$ cat src/rtl/irq_pkg.sv
// Shared constants and types for the interrupt pending controller.
package irq_pkg;

  localparam int unsigned N_IRQ = 16;
  localparam int unsigned ID_W  = 4;

  typedef enum logic {
    IDLE,
    PRESENT
  } irq_state_t;

  // One-hot vector selecting a single request id.
  function automatic logic [N_IRQ-1:0] id_onehot(input logic [ID_W-1:0] id);
    return {{(N_IRQ-1){1'b0}}, 1'b1} << id;
  endfunction

endpackage

$ cat src/rtl/irq_req_sync.sv
// Single-bit multi-flop synchroniser for one asynchronous request line.
module irq_req_sync
  import irq_pkg::*;
#(
  parameter int unsigned SYNC_STAGES = 2
) (
  input  logic clk,
  input  logic rst_n,
  input  logic d,
  output logic q
);

  logic [SYNC_STAGES-1:0] chain;

  // Shift the asynchronous input through the flop chain.
  always_ff @(posedge clk or negedge rst_n) begin
    if (!rst_n) chain <= '0;
    else        chain <= {chain[SYNC_STAGES-2:0], d};
  end

  assign q = chain[SYNC_STAGES-1];

endmodule

$ cat src/rtl/irq_pending_ctrl.sv
// Interrupt pending controller: synchronises requests, latches pending bits,
// feeds an external priority encoder and presents the winner via valid/ack.
// Optional macro IRQ_MASK_EN adds the irq_mask input gating enc_w.
module irq_pending_ctrl
  import irq_pkg::*;
#(
  parameter int unsigned SYNC_STAGES = 2,
  parameter int unsigned LEVEL_MODE  = 0
) (
  input  logic             clk,
  input  logic             rst_n,
  input  logic [N_IRQ-1:0] req,
`ifdef IRQ_MASK_EN
  input  logic [N_IRQ-1:0] irq_mask,
`endif
  output logic [N_IRQ-1:0] enc_w,
  input  logic [ID_W-1:0]  enc_y,
  input  logic             enc_z,
  output logic             irq_valid,
  output logic [ID_W-1:0]  irq_id,
  input  logic             irq_ack,
  output logic [N_IRQ-1:0] pending,
  output logic             irq_lost
);

  irq_state_t       state;
  logic [N_IRQ-1:0] s;
  logic [N_IRQ-1:0] prev;
  logic [N_IRQ-1:0] rise;
  logic [N_IRQ-1:0] clr_vec;
  logic             ack_clr;

  for (genvar i = 0; i < N_IRQ; i++) begin : g_sync
    irq_req_sync #(.SYNC_STAGES(SYNC_STAGES)) u_sync (
      .clk   (clk),
      .rst_n (rst_n),
      .d     (req[i]),
      .q     (s[i])
    );
  end

  // Delay the synchronised lines by one cycle for edge detection.
  always_ff @(posedge clk or negedge rst_n) begin
    if (!rst_n) prev <= '0;
    else        prev <= s;
  end

  assign rise    = s & ~prev;
  assign ack_clr = (state == PRESENT) && irq_ack;
  assign clr_vec = ack_clr ? id_onehot(irq_id) : '0;

  // Pending register: sticky edge capture (set beats clear) or plain level copy.
  always_ff @(posedge clk or negedge rst_n) begin
    if (!rst_n)               pending <= '0;
    else if (LEVEL_MODE != 0) pending <= s;
    else                      pending <= (pending & ~clr_vec) | rise;
  end

  // Sticky overflow flag: an edge arrived on a bit that stays pending anyway.
  always_ff @(posedge clk or negedge rst_n) begin
    if (!rst_n)                                        irq_lost <= 1'b0;
    else if (LEVEL_MODE == 0 && |(rise & pending & ~clr_vec)) irq_lost <= 1'b1;
  end

`ifdef IRQ_MASK_EN
  assign enc_w = pending & irq_mask;
`else
  assign enc_w = pending;
`endif

  // Handshake FSM: latch the encoder winner and hold it until acknowledged.
  always_ff @(posedge clk or negedge rst_n) begin
    if (!rst_n) begin
      state     <= IDLE;
      irq_valid <= 1'b0;
      irq_id    <= '0;
    end else begin
      unique case (state)
        IDLE: begin
          if (enc_z) begin
            irq_id    <= enc_y;
            irq_valid <= 1'b1;
            state     <= PRESENT;
          end
        end
        PRESENT: begin
          if (irq_ack) begin
            irq_valid <= 1'b0;
            state     <= IDLE;
          end
        end
        default: begin
          irq_valid <= 1'b0;
          state     <= IDLE;
        end
      endcase
    end
  end

endmodule
$ cat config.mk
export PLATFORM = sky130hd
export DESIGN_NAME = irq_pending_ctrl
export DESIGN_NICKNAME = d
export VERILOG_FILES = /design/src/rtl/irq_pkg.sv /design/src/rtl/irq_req_sync.sv /design/src/rtl/irq_pending_ctrl.sv
export SDC_FILE = /design/constraint.sdc
export NUM_CORES = 1
export LEC_CHECK = 0
export CAP_MARGIN = 20
export CORE_UTILIZATION = 40
export CTS_BUF_LIST = sky130_fd_sc_hd__clkbuf_2
export DETAILED_ROUTE_END_ITERATION = 8
export PLACE_DENSITY = 0.74
export SETUP_SLACK_MARGIN = 0.05
export SLEW_MARGIN = 0
export SYNTH_ARGS = -nofsm -noshare
export SYNTH_HDL_FRONTEND = slang
export SYNTH_SLANG_ARGS = --single-unit
$ cat constraint.sdc
create_clock -name clk -period 1.8 [get_ports clk]
set_input_delay 0.18 -clock clk [delete_from_list [all_inputs] [get_ports clk]]
set_output_delay 0.18 -clock clk [all_outputs]
set_load 0.01 [all_outputs]
After elaboration in Yosys (flattened, before gate mapping)
Index checks and enable logic that the tools add are counted.

cells by class
  $add $sub $neg = 0
  multiply operators = 0
  div/mod/pow operators = 0
  order comparisons = 0
  equal/unequal tests = 2
  shift operators = 1
  multiplexer cells = 7
  bitwise gates (word level) = 8
  reduce and logical (&&, ||, !) cells = 4

operators by type and width
  cell                    number
  $and A16 B16 Y16        4
  $not A16 Y16            2
  $mux W16                1
  $or A16 B16 Y16         1
  $reduce_or A16 Y1       1
  $shl A1 B4 Y16 const A  1
  $mux W1                 4
  $ne A2 B2 Y1 const B    2
  $pmux W1 S2             2
  $reduce_and A2 Y1       2
  $logic_and A1 B1 Y1     1
  $not A1 Y1              1

storage, ports and cells
  register bits = 71
  bits in latches = 0
  bits in writable memories = 0
  ROM bits = 0
  input port bits = 24
  output and inout port bits = 38
  word-level logic and storage cells = 44
  memories = 0

Longest topological paths before layout
  word-level depth = 5
  mapped depth = 6
  mapped depth without buffers = 5

Hierarchy
Synthesis repeated with hierarchy kept, for this count alone.

second synthesis, totals
  cells, all modules = 176
  area total of the unflattened synthesis = 2441.1 um2

by module, submodules not included
  module            instances  cells each  area each (um2)  seq. area each (um2)
  irq_pending_ctrl  1          144         1640.3           975.9
  irq_req_sync      16         2           50.0             50.0

Worst setup path after synthesis
OpenSTA, ideal clock, no wires.

  path type = register -> register
  from = reg irq_id[2]
  to = reg irq_lost
  setup time = 131 ps
  arrival = 1750 ps
  data required time = 1669 ps
  path slack = -81 ps
  stages on the path, launching flop included = 6
  path buffers = 0
  clock period less this slack = 1881 ps
  cells stage by stage = dfrtp_1 nand4b_2 o31ai_2 o22ai_1 or4_1 or3_1

on the way
  longest elaborated chain between the ends = 5

RTL lines
  what                      RTL line                text
  start: declaration        irq_pending_ctrl.sv:20  output logic [ID_W-1:0] irq_id,
  start signal: assignment  irq_pending_ctrl.sv:81  irq_id <= enc_y;
  $shl A1 B4 Y16            irq_pkg.sv:14           return {{(N_IRQ-1){1'b0}}, 1'b1} << id;
  $mux W16                  irq_pending_ctrl.sv:50  assign clr_vec = ack_clr ? id_onehot(irq_id) : '0;
  $not A16 Y16              irq_pending_ctrl.sv:62  else if (LEVEL_MODE == 0 && |(rise & pending & ~clr_vec)) irq_lost <= 1'b1;
  $and A16 B16 Y16          irq_pending_ctrl.sv:62
  $reduce_or A16 Y1         irq_pending_ctrl.sv:62
  end signal: assignment    irq_pending_ctrl.sv:61  if (!rst_n) irq_lost <= 1'b0;
  end signal: assignment    irq_pending_ctrl.sv:62
  end: declaration          irq_pending_ctrl.sv:23  output logic irq_lost

No other way between the ends.
A chain may end at the register's enable or synchronous reset.

Worst setup path in the final report
Same ends and word-level chain as after synthesis.

==> results by group <==
Yosys
  • Cells after Synth: 178
  • Main combinational cell family by area after synthesis: simple AND/OR/NAND/NOR gates
  • Simple-gate share of the synthesized area: 12.1%
  • Distinct cells, synth: 31
  • Ys Warns: 0
  • Post-synthesis async set-or-reset flop share: 100%
  • Post-Synth Adder-Cell Area: 0%
  • Synth Area in Compound Gates: 7.04%
  • Mux cell area share after synthesis: 1.84%
  • Cell Area, Synth: 2450 um2
  • Top area cells in the synthesized netlist: dfrtp_1 72%, buf_4 4.9%, nand2_1 3.1%
  • Synth area leader: dfrtp_1
  • Seq/Total Area, Yosys: 72.5%
  • EDFF count, synth: 0
  • Synth cell count leaders: 71 x dfrtp_1, 20 x nand2_1, 16 x buf_4, 12 x o21ai_0, 10 x nand2b_1
  • Synth Area in XOR/XNOR: 0%
  • Synth Register Bits: 71
  • Most frequent cell after synthesis: dfrtp_1
  • Net Count, Synth: 202
  • Synth top area share: 72.5%
  • Syn_area_per_cell: 13.8 um2
  • Primary FF master, synth: dfrtp_1

Setup path
  • Req. time, crit path: 2.18 ns
  • Critical path, cell by cell: nand4bb_4, o21ai_2, o22ai_1, or4_1, or3_1
  • Max Fanout on Critical Path: 4
  • Slowest-stage cell, CP: or4_1
  • Crit path capture type: flop
  • Crit path buf inv count: 0
  • Critical path type: reg -> reg
  • CP startpoint kind: flop
  • Crit-path max cell delay: 0.53 ns
  • CP Data Arrival Time: 2.31 ns
  • Cell family with most CP delay: simple AND/OR/NAND/NOR gates

Finish
  • Design area: 3320 um2
  • Layout area overhead: 35.6%
  • Fillers: 482
  • # diodes: 0
  • Final Net Count: 275
  • Layout cells sized above 1: 20.8%

Routing
  • Post-route ant nets: 0
  • Wirelength, routed: 4440 um
  • Initial DRC Count: 119
  • DR WL/cell: 13.5 um
  • Via density: 4.70
  • DRC: 0
  • Vias post-DR: 1,551
  • DRT Pass-1 Iters: 5

Power and ir drop
  • Worst vdd ir: 0.613 mV
  • P_leak: 1.44 nW
  • Pwr Density: 1020 nW/um2

Global route
  • Largest net degree at the start of global routing: 72
  • Total GRT Usage: 15.8%
  • Vias in the first global route: 1,543
  • Initial antenna violation count: 0
  • First-pass GRT wire length: 7310 um
  • Gr ovfl total: 0

Run
  • Maxcap violations: 0

STA
  • Final worst clock skew: 0.0147 ns
  • Fin crit share: 107%
  • Max Fclk: 519 MHz
  • Fin crit period: 1.93 ns
  • Final Slew Violations: 0
  • Slew HR: 69.9%
  • Unrepaired setup endpoints after global routing: true
  • Slew @ Worst Pin: 0.445 ns
  • Final worst slack: -0.126 ns
  • Endpoints failing setup: 1
  • Final hold vios: 0

CTS
  • CTS tree: yes
  • Worst-path clk slew: 0.17 ns
  • Total number of H-tree levels: 3
  • Clock latency on the worst-skew pair: 0.48 ns
  • TritonCTS Buffers: 9
  • CTS sink count: 71
  • CTS root buffer: clkbuf_2
  • Max clock buf depth: 2

Place
  • PortBufs: 61
  • Gpl congestion: 0.817
  • Post-Place Cell Area: 3150 um2
  • DP Worst Slack: -0.517 ns
  • DP Wirelength: 3100 um

Hold path
  • Hold crit path type: in -> reg

Die
  • Initial Util: 41.4%
  • IO Pins: 62
  • Core box area: 5920 um2
  • Rows: 28
  • Width of the die: 80.3 um
  • Die area: 6440 um2
  • Die height: 80.3 um

Status
  • Failing checks: setup timing
  • Status: finished, violations left
cell usage in the layout (no fill, tap or decap), types with 2 or more instances in the layout:
cell	synthesis	layout
dfrtp_1	71	65
clkdlybuf4s50_1	0	56
nand2_1	20	20
buf_4	16	16
nand2b_1	10	10
clkbuf_2	0	10
inv_1	9	9
o21ai_0	12	9
dfrtp_2	0	6
nand4b_1	5	5
mux2_2	4	4
o22ai_1	4	4
clkinv_2	0	4
dlygate4sd2_1	0	4
nor2_1	3	3
o21ai_2	0	3
a22o_1	2	2
o21ai_1	2	2
nand4_1	2	2
power by group:
group | switching, mW | leakage (nW) | internal [mW]
Combinational | 0.297 | 0.594 | 0.422
Sequential | 0.119 | 0.778 | 1.73
Clock | 0.502 | 0.0713 | 0.311
Total | 0.918 | 1.44 | 2.46
stage by stage:
step	setup TNS (ns)	utilization (%)	hold slack (ns)	power [mW]	cells
after floorplan	-0.0367	-	-0.116	2.16	178
after global placement	-0.423	53.1	0.228	2.54	310
after detailed placement	-0.550	53.1	0.229	2.56	310
after CTS	-0.0736	55.9	0.0783	3.40	329
after global routing	-0.166	56.1	0.0745	3.56	330
final	-0.126	56.1	0.115	3.38	330
metal layers:
metal,share of wire [%],track usage [%],up-vias
li1,-,-,741
met1,45,21.0,743
met2,49,23.8,56
met3,4.5,3.07,11
met4,2.0,9.64,0
met5,0,0,-
final cells by class:
| cell class | instances | area, um2 | area share, % |
|---|---|---|---|
| sequential | 71 | 1780 | 53.7 |
| timing repair buffer | 79 | 751 | 22.6 |
| multi-input combinational | 81 | 561 | 16.9 |
| tap | 75 | 93.8 | 2.82 |
| clock buffer | 10 | 50.0 | 1.51 |
| clock inverter | 5 | 50.0 | 1.51 |
| inverter | 9 | 33.8 | 1.02 |
cell families (layout without fill, tap and decap cells):
family / Yosys count / count (layout)
buffers and inverters: 26 / 103
AO/OA/AOI/OAI: 27 / 27
AND/OR/NAND/NOR: 50 / 50
flip-flops: 71 / 71
multiplexers: 4 / 4
flip-flops by register name (all words and copies together), names as in the netlist:
register and count:
irq_id 4, irq_valid 1, prev 16, state 1
g_sync.u_sync.chain 32, enc_w 16, irq_lost 1
repair_timing:
| action | 4_1_cts | 5_1_grt |
|---|---|---|
| buffers inserted | 3 | 1 |
| gates resized for setup | 11 | 3 |
| hold buffers | 1 | 0 |
| hold endpoints to repair | 71 | 0 |
| setup endpoints to repair | 5 | 3 |
| gates cloned | 0 | 0 |
| pin swaps | 2 | 0 |
final timing paths:
check	start	end	depth (start not counted)	slack [ns]
setup / recovery	irq_id[2]$_DFFE_PN0P_	irq_lost$_DFFE_PN0P_	5	-0.13
hold / removal	req[14]	g_sync[14].u_sync.chain[0]$_DFF_PN0_	1	0.11
setup reg to reg	irq_id[2]$_DFFE_PN0P_	irq_lost$_DFFE_PN0P_	5	-0.13
min in group asynchronous	rst_n	g_sync[9].u_sync.chain[1]$_DFF_PN0_	3	0.23
max in group asynchronous	rst_n	enc_w[8]$_DFF_PN0_	3	1.28
hold reg to reg	g_sync[9].u_sync.chain[0]$_DFF_PN0_	g_sync[9].u_sync.chain[1]$_DFF_PN0_	0	0.36
(Power assumes the default switching activity.)
